<file path="src/rtl/alu_share_pkg.sv">
// Shared definitions for the two-requester arithmetic unit: opcodes, FSM
// states and the round-robin grant helper.
package alu_share_pkg;

  typedef enum logic [1:0] {
    OP_ADD = 2'b00,
    OP_SUB = 2'b01,
    OP_MUL = 2'b10,
    OP_DIV = 2'b11
  } op_e;

  typedef enum logic [1:0] {
    IDLE = 2'b00,
    EXEC = 2'b01,
    RESP = 2'b10
  } state_e;

  // A lone request always wins; on contention ptr names the favoured requester.
  function automatic logic [1:0] rr_grant(input logic [1:0] valid, input logic ptr);
    logic [1:0] g;
    case (valid)
      2'b01:   g = 2'b01;
      2'b10:   g = 2'b10;
      2'b11:   g = ptr ? 2'b10 : 2'b01;
      default: g = 2'b00;
    endcase
    return g;
  endfunction

endpackage

</file>
<file path="src/rtl/alu_share_ctrl_if.sv">
// Request/response bundle between the two requesters (master) and the shared
// arithmetic controller (slave).
interface alu_share_ctrl_if #(parameter int WIDTH = 8);
  logic [1:0]         i_req_valid;
  logic [1:0]         o_req_ready;
  logic [3:0]         i_req_op;
  logic [2*WIDTH-1:0] i_req_a;
  logic [2*WIDTH-1:0] i_req_b;
  logic [1:0]         o_rsp_valid;
  logic [1:0]         i_rsp_ready;
  logic [WIDTH-1:0]   o_rsp_data;
  logic               o_rsp_err;
  logic               o_busy;

  modport master (
    output i_req_valid, i_req_op, i_req_a, i_req_b, i_rsp_ready,
    input  o_req_ready, o_rsp_valid, o_rsp_data, o_rsp_err, o_busy
  );

  modport slave (
    input  i_req_valid, i_req_op, i_req_a, i_req_b, i_rsp_ready,
    output o_req_ready, o_rsp_valid, o_rsp_data, o_rsp_err, o_busy
  );
endinterface

</file>
<file path="src/rtl/alu_share_ctrl_alu_core.sv">
// Single-cycle add/sub/mul on the latched operands; results wrap modulo 2^WIDTH.
// Divide is iterated by the controller, so OP_DIV yields zero here.
module alu_core
  import alu_share_pkg::*;
#(
  parameter int WIDTH = 8
) (
  input  op_e              op,
  input  logic [WIDTH-1:0] a,
  input  logic [WIDTH-1:0] b,
  output logic [WIDTH-1:0] result
);

  // Opcode decode; operand-width context keeps only the low WIDTH bits.
  always_comb begin
    result = {WIDTH{1'b0}};
    case (op)
      OP_ADD:  result = a + b;
      OP_SUB:  result = a - b;
      OP_MUL:  result = a * b;
      default: result = {WIDTH{1'b0}};
    endcase
  end

endmodule

</file>
<file path="src/rtl/alu_share_ctrl.sv">
// Round-robin shares one WIDTH-bit add/sub/mul/div unit between two requesters,
// with a restoring divider that retires one quotient bit per cycle.
module alu_share_ctrl
  import alu_share_pkg::*;
#(
  parameter int WIDTH = 8
) (
  input logic             clk,
  input logic             reset_n,
  alu_share_ctrl_if.slave bus
);

  localparam int CNT_W = (WIDTH > 1) ? $clog2(WIDTH) : 1;

  state_e             state_r;
  logic               ptr_r;
  logic               id_r;
  op_e                op_r;
  logic [WIDTH-1:0]   a_r;
  logic [WIDTH-1:0]   b_r;
  logic [WIDTH-1:0]   rem_r;
  logic [WIDTH-1:0]   quo_r;
  logic [CNT_W-1:0]   cnt_r;
  logic [1:0]         rsp_valid_r;
  logic [WIDTH-1:0]   rsp_data_r;
  logic               rsp_err_r;
  logic               busy_r;

  logic [1:0]         grant_s;
  logic               gid_s;
  op_e                sel_op_s;
  logic [WIDTH-1:0]   sel_a_s;
  logic [WIDTH-1:0]   sel_b_s;
  logic [WIDTH-1:0]   core_res_s;
  logic [WIDTH:0]     rem_sh_s;
  logic [WIDTH-1:0]   rem_sub_s;
  logic [WIDTH-1:0]   rem_nxt_s;
  logic [WIDTH-1:0]   quo_nxt_s;
  logic               q_bit_s;

  alu_core #(.WIDTH(WIDTH)) u_core (
    .op     (op_r),
    .a      (a_r),
    .b      (b_r),
    .result (core_res_s)
  );

  // Grant is only offered while idle, so at most one transfer is in flight.
  always_comb begin
    if (state_r == IDLE) begin
      grant_s = rr_grant(bus.i_req_valid, ptr_r);
    end else begin
      grant_s = 2'b00;
    end
    gid_s    = grant_s[1];
    sel_op_s = gid_s ? op_e'(bus.i_req_op[3:2]) : op_e'(bus.i_req_op[1:0]);
    sel_a_s  = gid_s ? bus.i_req_a[2*WIDTH-1:WIDTH] : bus.i_req_a[WIDTH-1:0];
    sel_b_s  = gid_s ? bus.i_req_b[2*WIDTH-1:WIDTH] : bus.i_req_b[WIDTH-1:0];
  end

  // One restoring step: shift in the next dividend bit, subtract if it fits.
  // The remainder stays below b, so the low WIDTH bits of the difference suffice.
  always_comb begin
    rem_sh_s  = {rem_r, quo_r[WIDTH-1]};
    rem_sub_s = rem_sh_s[WIDTH-1:0] - b_r;
    if (rem_sh_s >= {1'b0, b_r}) begin
      q_bit_s   = 1'b1;
      rem_nxt_s = rem_sub_s;
    end else begin
      q_bit_s   = 1'b0;
      rem_nxt_s = rem_sh_s[WIDTH-1:0];
    end
    quo_nxt_s = {quo_r[WIDTH-2:0], q_bit_s};
  end

  // Control FSM with registered response and busy outputs.
  always_ff @(posedge clk) begin
    if (!reset_n) begin
      state_r     <= IDLE;
      ptr_r       <= 1'b0;
      id_r        <= 1'b0;
      op_r        <= OP_ADD;
      a_r         <= {WIDTH{1'b0}};
      b_r         <= {WIDTH{1'b0}};
      rem_r       <= {WIDTH{1'b0}};
      quo_r       <= {WIDTH{1'b0}};
      cnt_r       <= {CNT_W{1'b0}};
      rsp_valid_r <= 2'b00;
      rsp_data_r  <= {WIDTH{1'b0}};
      rsp_err_r   <= 1'b0;
      busy_r      <= 1'b0;
    end else begin
      case (state_r)
        IDLE: begin
          if (grant_s != 2'b00) begin
            id_r    <= gid_s;
            op_r    <= sel_op_s;
            a_r     <= sel_a_s;
            b_r     <= sel_b_s;
            rem_r   <= {WIDTH{1'b0}};
            quo_r   <= sel_a_s;
            cnt_r   <= {CNT_W{1'b0}};
            ptr_r   <= ~gid_s;
            busy_r  <= 1'b1;
            state_r <= EXEC;
          end else begin
            state_r <= IDLE;
          end
        end
        EXEC: begin
          if (op_r == OP_DIV) begin
            if (b_r == {WIDTH{1'b0}}) begin
              rsp_data_r  <= {WIDTH{1'b1}};
              rsp_err_r   <= 1'b1;
              rsp_valid_r <= id_r ? 2'b10 : 2'b01;
              state_r     <= RESP;
            end else begin
              rem_r <= rem_nxt_s;
              quo_r <= quo_nxt_s;
              if (cnt_r == CNT_W'(WIDTH - 1)) begin
                rsp_data_r  <= quo_nxt_s;
                rsp_err_r   <= 1'b0;
                rsp_valid_r <= id_r ? 2'b10 : 2'b01;
                state_r     <= RESP;
              end else begin
                cnt_r <= cnt_r + CNT_W'(1);
              end
            end
          end else begin
            rsp_data_r  <= core_res_s;
            rsp_err_r   <= 1'b0;
            rsp_valid_r <= id_r ? 2'b10 : 2'b01;
            state_r     <= RESP;
          end
        end
        RESP: begin
          // Only the owning requester's ready completes the response.
          if (bus.i_rsp_ready[id_r]) begin
            rsp_valid_r <= 2'b00;
            busy_r      <= 1'b0;
            state_r     <= IDLE;
          end else begin
            state_r <= RESP;
          end
        end
        default: begin
          rsp_valid_r <= 2'b00;
          busy_r      <= 1'b0;
          state_r     <= IDLE;
        end
      endcase
    end
  end

  assign bus.o_req_ready = grant_s;
  assign bus.o_rsp_valid = rsp_valid_r;
  assign bus.o_rsp_data  = rsp_data_r;
  assign bus.o_rsp_err   = rsp_err_r;
  assign bus.o_busy      = busy_r;

endmodule

</file>
<file path="src/flat_wrapper.sv">
// flat-port wrapper written by rule: the top's interface ports become plain ports
module alu_share_ctrl_flat import alu_share_pkg::*;
#(
  parameter int WIDTH = 8
)
  (clk, reset_n, bus_i_req_valid, bus_i_req_op, bus_i_req_a, bus_i_req_b, bus_i_rsp_ready, bus_o_req_ready, bus_o_rsp_valid, bus_o_rsp_data, bus_o_rsp_err, bus_o_busy);
  alu_share_ctrl_if #(.WIDTH(WIDTH)) bus_i ();
  input logic clk;
  input logic reset_n;
  input wire logic [$bits(bus_i.i_req_valid)-1:0] bus_i_req_valid;
  input wire logic [$bits(bus_i.i_req_op)-1:0] bus_i_req_op;
  input wire logic [$bits(bus_i.i_req_a)-1:0] bus_i_req_a;
  input wire logic [$bits(bus_i.i_req_b)-1:0] bus_i_req_b;
  input wire logic [$bits(bus_i.i_rsp_ready)-1:0] bus_i_rsp_ready;
  output wire logic [$bits(bus_i.o_req_ready)-1:0] bus_o_req_ready;
  output wire logic [$bits(bus_i.o_rsp_valid)-1:0] bus_o_rsp_valid;
  output wire logic [$bits(bus_i.o_rsp_data)-1:0] bus_o_rsp_data;
  output wire logic [$bits(bus_i.o_rsp_err)-1:0] bus_o_rsp_err;
  output wire logic [$bits(bus_i.o_busy)-1:0] bus_o_busy;
  assign bus_i.i_req_valid = bus_i_req_valid;
  assign bus_i.i_req_op = bus_i_req_op;
  assign bus_i.i_req_a = bus_i_req_a;
  assign bus_i.i_req_b = bus_i_req_b;
  assign bus_i.i_rsp_ready = bus_i_rsp_ready;
  assign bus_o_req_ready = bus_i.o_req_ready;
  assign bus_o_rsp_valid = bus_i.o_rsp_valid;
  assign bus_o_rsp_data = bus_i.o_rsp_data;
  assign bus_o_rsp_err = bus_i.o_rsp_err;
  assign bus_o_busy = bus_i.o_busy;
  alu_share_ctrl #(.WIDTH(WIDTH)) u_core (.clk(clk), .reset_n(reset_n), .bus(bus_i));
endmodule
</file>
<file path="config.mk">
export PLATFORM = sky130hd
export DESIGN_NAME = alu_share_ctrl_flat
export DESIGN_NICKNAME = d
export VERILOG_FILES = /design/src/rtl/alu_share_pkg.sv /design/src/rtl/alu_share_ctrl_if.sv /design/src/rtl/alu_share_ctrl_alu_core.sv /design/src/rtl/alu_share_ctrl.sv /design/src/flat_wrapper.sv
export SDC_FILE = /design/constraint.sdc
export NUM_CORES = 1
export LEC_CHECK = 0
export CORE_ASPECT_RATIO = 1.75
export CORE_MARGIN = 1.5
export CORE_UTILIZATION = 60
export CTS_CLUSTER_SIZE = 16
export DETAILED_ROUTE_END_ITERATION = 7
export GPL_TIMING_DRIVEN = 0
export PLACE_DENSITY = 0.86
export SLEW_MARGIN = 0
export SYNTH_ARGS = -nofsm -noshare
export SYNTH_HDL_FRONTEND = slang
export SYNTH_SLANG_ARGS = --single-unit
</file>
<file path="constraint.sdc">
create_clock -name clk -period 7.15 [get_ports clk]
set_clock_uncertainty 0.15 [all_clocks]
set_input_delay 1.0725 -clock clk [delete_from_list [all_inputs] [get_ports clk]]
set_output_delay 1.0725 -clock clk [all_outputs]
set_load 0.005 [all_outputs]
</file>
; Yosys cells after proc, flatten, opt, wreduce, memory -nomap -nowiden
; Index checks and enable logic that the tools add are counted.
[classes]
add_sub_neg = 4
n_mul = 1
order_cmp = 2
eq_ne = 16
mux = 45
bitwise = 3
reduce_logical = 11
[op_table]
columns = op, count
row1 = $mux W8, 12
row2 = $pmux W8 S2, 2
row3 = $mux W2, 12
row4 = $pmux W8 S3, 1
row5 = $pmux W2 S3, 3
row6 = $sub A8 B8 Y8, 2
row7 = $mux W3, 4
row8 = $eq A2 B2 Y1 const B, 5
row9 = $ge A9 B8 Y1, 1
row10 = $mux W1, 9
row11 = $add A8 B8 Y8, 1
row12 = $logic_not A8 Y1, 1
row13 = $mul A8 B8 Y8, 1
row14 = $eq A2 B1 Y1 const B, 3
row15 = $ne A2 B1 Y1 const B, 3
row16 = $pmux W3 S2, 1
row17 = $reduce_and A3 Y1, 2
row18 = $reduce_and A5 Y1, 1
row19 = $logic_not A2 Y1, 2
row20 = $ne A2 B2 Y1 const B, 2
row21 = $ne A4 B4 Y1 const B, 1
row22 = $reduce_and A2 Y1, 2
row23 = $reduce_and A4 Y1, 1
row24 = $reduce_bool A2 Y1, 2
row25 = 6 further kinds, 8
[word_totals]
register_bits = 53
output_inout_bits = 14

; Depth between registers and ports, before layout
; Gate-level depths: netlist of the first run.
[depth]
depth_word = 6
ltp_mapped = 16
mapped_depth_nobuf = 15

; By module
; A second synthesis of the first run with hierarchy kept.
[hier_totals]
hier_cells = 495
hier_area_um2 = 4235.3
[modules_own_cells]
columns = module, instances, cells_per_inst, area_per_inst_um2
row1 = alu_share_ctrl, 1, 307, 2802.7
row2 = alu_core, 1, 188, 1432.6

; Least setup slack after synthesis of the first run
; No wires, ideal clock.
[synth_timing]
path_kind = reg-to-reg
startpoint = reg u_core.b_r[4]
endpoint = reg u_core.rsp_data_r[7] (netlist: u_core.bus.o_rsp_data[7])
setup_ns = 0.091
t_arrival_ns = 3.667
required_ns = 6.909
path_slack_ns = 3.242
path_stages_with_launch = 16
path_buffers = 1
period_less_slack_ns = 3.908
path_cell_list = dfxtp_1 buf_2 nand2_1 fa_1 fa_1 inv_1 fa_1 inv_1 fa_1 inv_1 ha_1 a21oi_1 xnor2_1 xnor2_1 mux2i_1 a311oi_1
[synth_between]
elab_chain_cells = 3
word_cells_on_any_way = 9
cone_classes = add/sub (2) / mul (1) / eq/ne (1) / mux (3) / reduce/logical (2)
[synth_lines]
columns = element, line
row1 = "start, declared", alu_share_ctrl.sv:20  ; logic [WIDTH-1:0] b_r;
row2 = "start signal, assigned", alu_share_ctrl.sv:84  ; b_r <= {WIDTH{1'b0}};
row3 = "start signal, assigned", alu_share_ctrl.sv:99  ; b_r <= sel_b_s;
row4 = $mul A8 B8 Y8 (tied with other cells), alu_share_ctrl_alu_core.sv:20  ; OP_MUL: result = a * b;
row5 = $pmux W8 S3 (tied with other cells), alu_share_ctrl_alu_core.sv:17  ; case (op)
row6 = $mux W8 or $reduce_and A2 Y1 (tied branches), --
row7 = "end signal, assigned", alu_share_ctrl.sv:113  ; rsp_data_r <= {WIDTH{1'b1}};
row8 = "end signal, assigned", alu_share_ctrl.sv:121  ; rsp_data_r <= quo_nxt_s;
row9 = "end signal, assigned", alu_share_ctrl.sv:130  ; rsp_data_r <= core_res_s;
row10 = "end, declared", alu_share_ctrl.sv:25  ; logic [WIDTH-1:0] rsp_data_r;
; Several ways; a longest one is shown, not always the timed one.
; A chain may end at the register's enable or synchronous reset.

; Worst setup path after layout of the first run
[layout_timing]
startpoint = in bus_i_req_valid[0]
endpoint = out bus_o_req_ready[1]
[layout_between]
elab_chain_cells = 3
word_cells_on_any_way = 5
cone_classes = eq/ne (3) / mux (2)
[layout_lines]
columns = element, line
row1 = "start, declared", flat_wrapper.sv:10  ; input wire logic [$bits(bus_i.i_req_valid)-1:0] bus_i_req_valid;
row2 = $eq A2 B2 Y1 or $eq A2 B1 Y1 (tied branches), alu_share_pkg.sv:21  ; case (valid)
row3 = $pmux W2 S3 *, alu_share_pkg.sv:21
row4 = $mux W2 *, alu_share_ctrl.sv:50  ; if (state_r == IDLE) begin
row5 = "end, declared", flat_wrapper.sv:15  ; output wire logic [$bits(bus_i.o_req_ready)-1:0] bus_o_req_ready;
; Every way passes the cells marked *; elsewhere a longest branch is shown, timed or not.

==> impl_metrics.yaml, run 1 <==
worst_setup_path:
  start_kind: "input pin"
  critPathMostFrequentCell: "clkdlybuf4s50_1"
  path_max_fanout: 10
  cp_slowest_cell: "clkdlybuf4s50_1"
  crit_path_cell_trace: "clkdlybuf4s50_1, nand2b_1, nand3_1, inv_2, buf_2, clkdlybuf4s50_1"
  cpPeakStageDelay_ns: 0.54
  end_kind: "output pin"
  path_class: "in2out"
  cp_data_required_time_ns: 5.93
  crit_arrival_ns: 3.24
yosys:
  synth-edff-count: 0
  synth_simple_gate_area_share: 0.174
  synth_compound_area_frac: 0.198
  synthFlopType: "dfxtp_1"
  ys_ff_latch: 53
  synthDistinctLibCells: 61
  ys_seq_area_frac: 0.263
  synth_most_common_cell: "nor2_1"
  ys_top_cells_by_area: "dfxtp_1, ha_1, fa_1"
  async_flop_share: 0
  ys_top_cells_by_count: "nor2_1, dfxtp_1, nand2_1"
  synth_area_leader_cell: "dfxtp_1"
  syn_inst: 492
  syn_area_sq_um: 4030
  synth.mux.area_fraction: 0.0555
  synthAdderAreaFrac: 0.178
  synth_top_family_by_area: "compound AO/OA/AOI/OAI gates"
  ys_warn_count: 0
  synth_xor_area_frac: 0.0651
  avgSynthCellArea_sq_um: 8.20
  synth_top_cell_area_share: 0.263
  synth_fp_nets: 583
placement:
  dp_hpwl_um: 8630
  dp.cells: 629
  gp_congestion: 0.945
  port_buffers: 55
status:
  run_status: "complete, no violations"
cts:
  clk_pin_slew_ns: 0.07
  cts_setup_buffers: 0
  cts_resized: 0
  cts_tree: "built"
  clk_latency_ns: 0.30
  cts_buffers: 5
  htree_levels: 2
  hold_buffers: 0
  cts.sinks: 53
  clockBufferDepth: 2
  root_buffer: "clkbuf_16"
pwr:
  powerDensity_nw_per_um2: 361
  p_leak_nw: 2.02
  peakVddDrop_mv: 0.211
layout:
  final_nets: 645
  n_antenna_cell: 0
  drive_above_1_share: 0.0577
  fin_cells: 637
  area_growth_pct: 20.5
job:
  maxCapViolCount: 0
timing:
  min_period_ns: 4.46
  rsz0062_at_grt: "false"
  worstMarginPinSlew_ns: 0.657
  relSlewSlack: 0.561
  drv_slew: 0
  finalSetupTns_ns: 0
  hold_viol_final: 0
  max_freq_ghz: 0.224
  setup_viol: 0
  whs_ns: 0.333
  finalCritPeriodShare: 0.624
floorplan:
  die_area_sq_um: 7240
  coreArea_sq_um: 6540
  io_pins: 56
  rows: 39
  die_h_um: 111
  fp.dieW_um: 65.0
  initial_core_util: 0.617
grt:
  antenna_found_initial: 0
  grt_remaining_overflow: 0
  grt_pass1_vias: 3958
  grt_pass1_wl_um: 18000
  grt_max_degree: 19
  grt.total_usage: 0.319
routing:
  viasPerCell: 5.91
  drc_errors: 0
  ant_nets: 0
  drt_iter0_drc: 214
  first_pass_iters: 4
  routed_wl_um: 11000
  wl_per_cell_um: 17.2
  num_vias: 3767
worst_hold_path:
  hold_path.class: "reg2reg"
## report_power, final
group	switching, W	total (W)	internal [W]
Combinational	0.000578	0.00104	0.000458
Sequential	0.0000686	0.000432	0.000364
Clock	0.000119	0.000287	0.000168
Total	0.000766	0.00176	0.000990
## flip-flops by register name, summed over array words and instances, names as in the netlist
| name | flops |
|---|---|
| u_core.b_r | 8 |
| u_core.bus.o_rsp_err | 1 |
| u_core.cnt_r | 3 |
| u_core.id_r | 1 |
| u_core.a_r | 8 |
| u_core.state_r | 2 |
| u_core.bus.o_rsp_data | 8 |
| u_core.bus.o_rsp_valid | 2 |
| u_core.ptr_r | 1 |
| u_core.bus.o_busy | 1 |
| u_core.quo_r | 8 |
| u_core.op_r | 2 |
| u_core.rem_r | 8 |
## cell type report
class / count / area (sq um)
sequential: 53 / 1060
buffer: 23 / 104
clock buffer: 5 / 125
inverter: 44 / 165
tap: 82 / 103
multi-input combinational: 372 / 2700
clock inverter: 3 / 48.8
fill: 515 / 1680
timing repair buffer: 55 / 551
## worst max-delay path: cells and delay by family
kind / cells / cell delay, ns
buf+inv: 4 / 1.68
simple gates: 2 / 0.48
## worst paths after layout
check / from / endpoint / slack, ns / cells after the start
min: u_core.cnt_r[0]$_SDFFE_PN0P_ / u_core.cnt_r[0]$_SDFFE_PN0P_ / 0.33 / 1
max: bus_i_req_valid[0] / bus_o_req_ready[1] / 2.69 / 6
max reg2reg: u_core.a_r[2]$_SDFFE_PN0P_ / u_core.bus.o_rsp_data[7]$_SDFFE_PN0P_ / 2.76 / 14
min reg2reg: u_core.cnt_r[0]$_SDFFE_PN0P_ / u_core.cnt_r[0]$_SDFFE_PN0P_ / 0.33 / 1
## cells in the final DEF, fill, tap and decap left out, drive strengths merged, types with 9 or more instances in the layout
cell type	Yosys	final
xnor2	25	25
inv	43	44
clkbuf	15	20
a21oi	33	33
nand2b	9	9
ha	35	35
a211oi	14	14
dfxtp	53	53
nand2	52	52
fa	14	14
nor2	67	67
o21ai	21	21
mux2i	16	16
clkdlybuf4s50	0	55
## stage by stage
stage	setup WS [ns]	power (W)	area (sq um)	util
6_report	2.69	0.00176	4860	0.743
5_1_grt	2.56	0.00188	4860	0.743
4_1_cts	2.69	0.00174	4860	0.743
3_5_place_dp	2.69	0.00145	4690	0.717
3_3_place_gp	2.74	0.00142	4690	0.717
2_1_floorplan	3.24	0.00116	4030	-
## logic make-up (layout without fill, tap and decap cells)
kind of cell | Yosys count | after routing
and+or+nand+nor | 155 | 155
AOI/OAI and AO/OA | 117 | 117
buffers and inverters | 67 | 130
DFF | 53 | 53
adders and majority gates | 49 | 49
xor gates and xnor gates | 30 | 30
muxes | 21 | 21
## metal layers
metal	track usage	wire [um]	vias to the layer above	part of all wire
met5	0	0	-	0
met2	0.571	5680	145	0.52
met3	0.0495	528	59	0.048
met1	0.324	4030	1753	0.37
met4	0.228	715	0	0.065
li1	-	-	1810	-
(Power assumes the default switching activity.)
==> inputs of run 2 (changes only) <==
--- a/config.mk
+++ b/config.mk
@@ -7,11 +7,11 @@
 export LEC_CHECK = 0
 export CORE_ASPECT_RATIO = 1.75
 export CORE_MARGIN = 1.5
-export CORE_UTILIZATION = 60
+export CORE_UTILIZATION = 50
 export CTS_CLUSTER_SIZE = 16
 export DETAILED_ROUTE_END_ITERATION = 7
 export GPL_TIMING_DRIVEN = 0
-export PLACE_DENSITY = 0.86
+export PLACE_DENSITY = 0.77
 export SLEW_MARGIN = 0
 export SYNTH_ARGS = -nofsm -noshare
 export SYNTH_HDL_FRONTEND = slang
==> constraint.sdc (replaced) <==
create_clock -name clk -period 4.1 [get_ports clk]
set_clock_uncertainty 0.15 [all_clocks]
set_input_delay 0.615 -clock clk [delete_from_list [all_inputs] [get_ports clk]]
set_output_delay 0.615 -clock clk [all_outputs]
set_load 0.005 [all_outputs]
==> run 2 against run 1 <==
Effect of this change: combinational power up 85%; count of clock-buffer cells in the layout unchanged; sequential power up 78%; setup slack worse by 2.6 ns; worst hold slack worse by 0.0029 ns; design area up 4.7%; utilization down 9.5 points; first-iteration DRC count down 2.8%; register-to-register slack worse by 2.7 ns; global-route usage down 5.2 points; critical path type is now reg2reg; highest routed layer unchanged.
==> impl_metrics.yaml, run 2 (synthesized netlist as in run 1, its figures left out) <==
status:
  run_status: "complete, no violations"
cts:
  root_buffer: "clkbuf_16"
  htree_levels: 2
  clk_latency_ns: 0.30
  clk_pin_slew_ns: 0.07
  cts_tree: "built"
  cts_buffers: 5
  clockBufferDepth: 2
  cts.sinks: 53
placement:
  dp.cells: 637
  gp_congestion: 0.880
  dp_hpwl_um: 8760
  port_buffers: 55
  place_area_sq_um: 4700
routing:
  wl_per_cell_um: 17.4
  drt_iter0_drc: 208
  first_pass_iters: 4
  viasPerCell: 5.82
  routed_wl_um: 11400
  num_vias: 3813
  ant_nets: 0
  drc_errors: 0
pwr:
  internal_power_w: 0.00188
  peakVddDrop_mv: 0.360
  seqPwrFrac: 0.237
  powerDensity_nw_per_um2: 638
  combPwrFrac: 0.593
  power.switching_w: 0.00137
  p_clk_frac: 0.170
  p_sw_frac: 0.422
  p_leak_nw: 2.11
timing:
  hold_viol_final: 0
  finalCritPeriodShare: 0.977
  drv_slew: 0
  whs_ns: 0.330
  min_period_ns: 4.00
  max_freq_ghz: 0.250
  relSlewSlack: 0.545
  worstMarginPinSlew_ns: 0.680
  setup_viol: 0
worst_setup_path:
  end_kind: "flop"
  crit_arrival_ns: 4.07
  path_max_fanout: 6
  cpPeakStageDelay_ns: 0.53
  crit_path_cell_trace: "nand2_1, fa_2, fa_1, inv_1, fa_1, inv_2, fa_2, inv_2, ha_4, a21oi_4, xnor2_2, xnor2_2, mux2i_1, a311oi_1"
  cp_slowest_cell: "fa_1"
  start_kind: "flop"
  path_class: "reg2reg"
  cp_data_required_time_ns: 4.16
floorplan:
  initial_core_util: 0.514
  io_pins: 56
  fp.dieW_um: 70.9
  coreArea_sq_um: 7860
  die_h_um: 122
  rows: 43
  die_area_sq_um: 8640
layout:
  fin_cells: 655
  drive_above_1_share: 0.119
  area_growth_pct: 26.2
  n_antenna_cell: 0
  mostFrequentLayoutCell: "nor2_1"
  utilization: 0.648
  fin_area_sq_um: 5090
  layout_common_cells: "nor2_1, clkdlybuf4s50_1, nand2_1"
  final_nets: 655
grt:
  grt_max_degree: 18
  antenna_found_initial: 0
  grt.total_usage: 0.267
  grt_remaining_overflow: 0
  grt_pass1_vias: 3921
  grt_pass1_wl_um: 18100
worst_hold_path:
  hold_path.class: "reg2reg"
job:
  maxCapViolCount: 0
## run 2: worst max-delay path, delay by kind of cell (launching register included)
| kind | cells | cell delay [ns] |
|---|---|---|
| AOI/OAI and AO/OA | 2 | 0.43 |
| muxes | 1 | 0.09 |
| xor gates and xnor gates | 2 | 0.34 |
| and+or+nand+nor | 1 | 0.12 |
| adders and majority gates | 5 | 2.19 |
| DFF | 1 | 0.46 |
| buffers and inverters | 3 | 0.14 |
## run 2: final timing paths
| kind | from | endpoint | slack, ns | cells after the start |
|---|---|---|---|---|
| min reg2reg | u_core.bus.o_rsp_valid[1]$_SDFFE_PN0P_ | u_core.bus.o_rsp_valid[1]$_SDFFE_PN0P_ | 0.33 | 2 |
| min | u_core.bus.o_rsp_valid[1]$_SDFFE_PN0P_ | u_core.bus.o_rsp_valid[1]$_SDFFE_PN0P_ | 0.33 | 2 |
| max reg2reg | u_core.a_r[1]$_SDFFE_PN0P_ | u_core.bus.o_rsp_data[7]$_SDFFE_PN0P_ | 0.1 | 14 |
| max | u_core.a_r[1]$_SDFFE_PN0P_ | u_core.bus.o_rsp_data[7]$_SDFFE_PN0P_ | 0.1 | 14 |
## run 2: per-layer routing
metal	share of wire	vias to the layer above	track usage
li1	-	1841	-
met1	0.37	1805	0.275
met3	0.038	40	0.0364
met4	0.044	0	0.147
met2	0.55	127	0.504
met5	0	-	0
## run 2: final cells by class
class / count / area [sq um]
Tap cell: 90 / 113
Inverter: 44 / 173
Clock inverter: 3 / 68.8
Fill cell: 648 / 2770
Sequential cell: 53 / 1070
Multi-Input combinational cell: 372 / 2790
Timing Repair Buffer: 66 / 633
Buffer: 22 / 124
Clock buffer: 5 / 125
## run 2: power groups by stage
stage               registers (W)  logic [W]  clock network [W]
global route             0.000780    0.00213           0.000577
global placement         0.000752    0.00173                  0
CTS                      0.000746    0.00181           0.000554
floorplan                0.000722    0.00130                  0
finish                   0.000769    0.00192           0.000554
detailed placement       0.000756    0.00176                  0
## run 2: stage by stage
step	power, W	setup WS [ns]	setup TNS [ns]
floorplan	0.00202	0.192	0
global placement	0.00248	-0.168	-0.168
detailed placement	0.00252	-0.175	-0.175
CTS	0.00311	0.0215	0
global route	0.00349	-0.0255	-0.0255
finish	0.00325	0.0955	0
## run 2: what timing repair did
| action | CTS | global route |
|---|---|---|
| hold buffers | 0 | 0 |
| pin swaps | 4 | 12 |
| gates resized for setup | 8 | 27 |
| setup buffers | 0 | 11 |
| endpoints found under the setup margin | 1 | 1 |
==> inputs of run 3 (changes only) <==
==> constraint.sdc (replaced) <==
create_clock -name clk -period 4.1 [get_ports clk]
set_clock_uncertainty 0.15 [all_clocks]
set_input_delay 0.615 -clock clk [delete_from_list [all_inputs] [get_ports clk]]
set_output_delay 0.615 -clock clk [all_outputs]
set_load 0.02 [all_outputs]
==> results of run 3 <==
Same layout as run 2 (identical final DEF). Status: complete, no violations.
Among the figures that moved: total power 0.00325 W -> 0.00329 W; worst IR drop on VDD 0.360 mV -> 0.361 mV
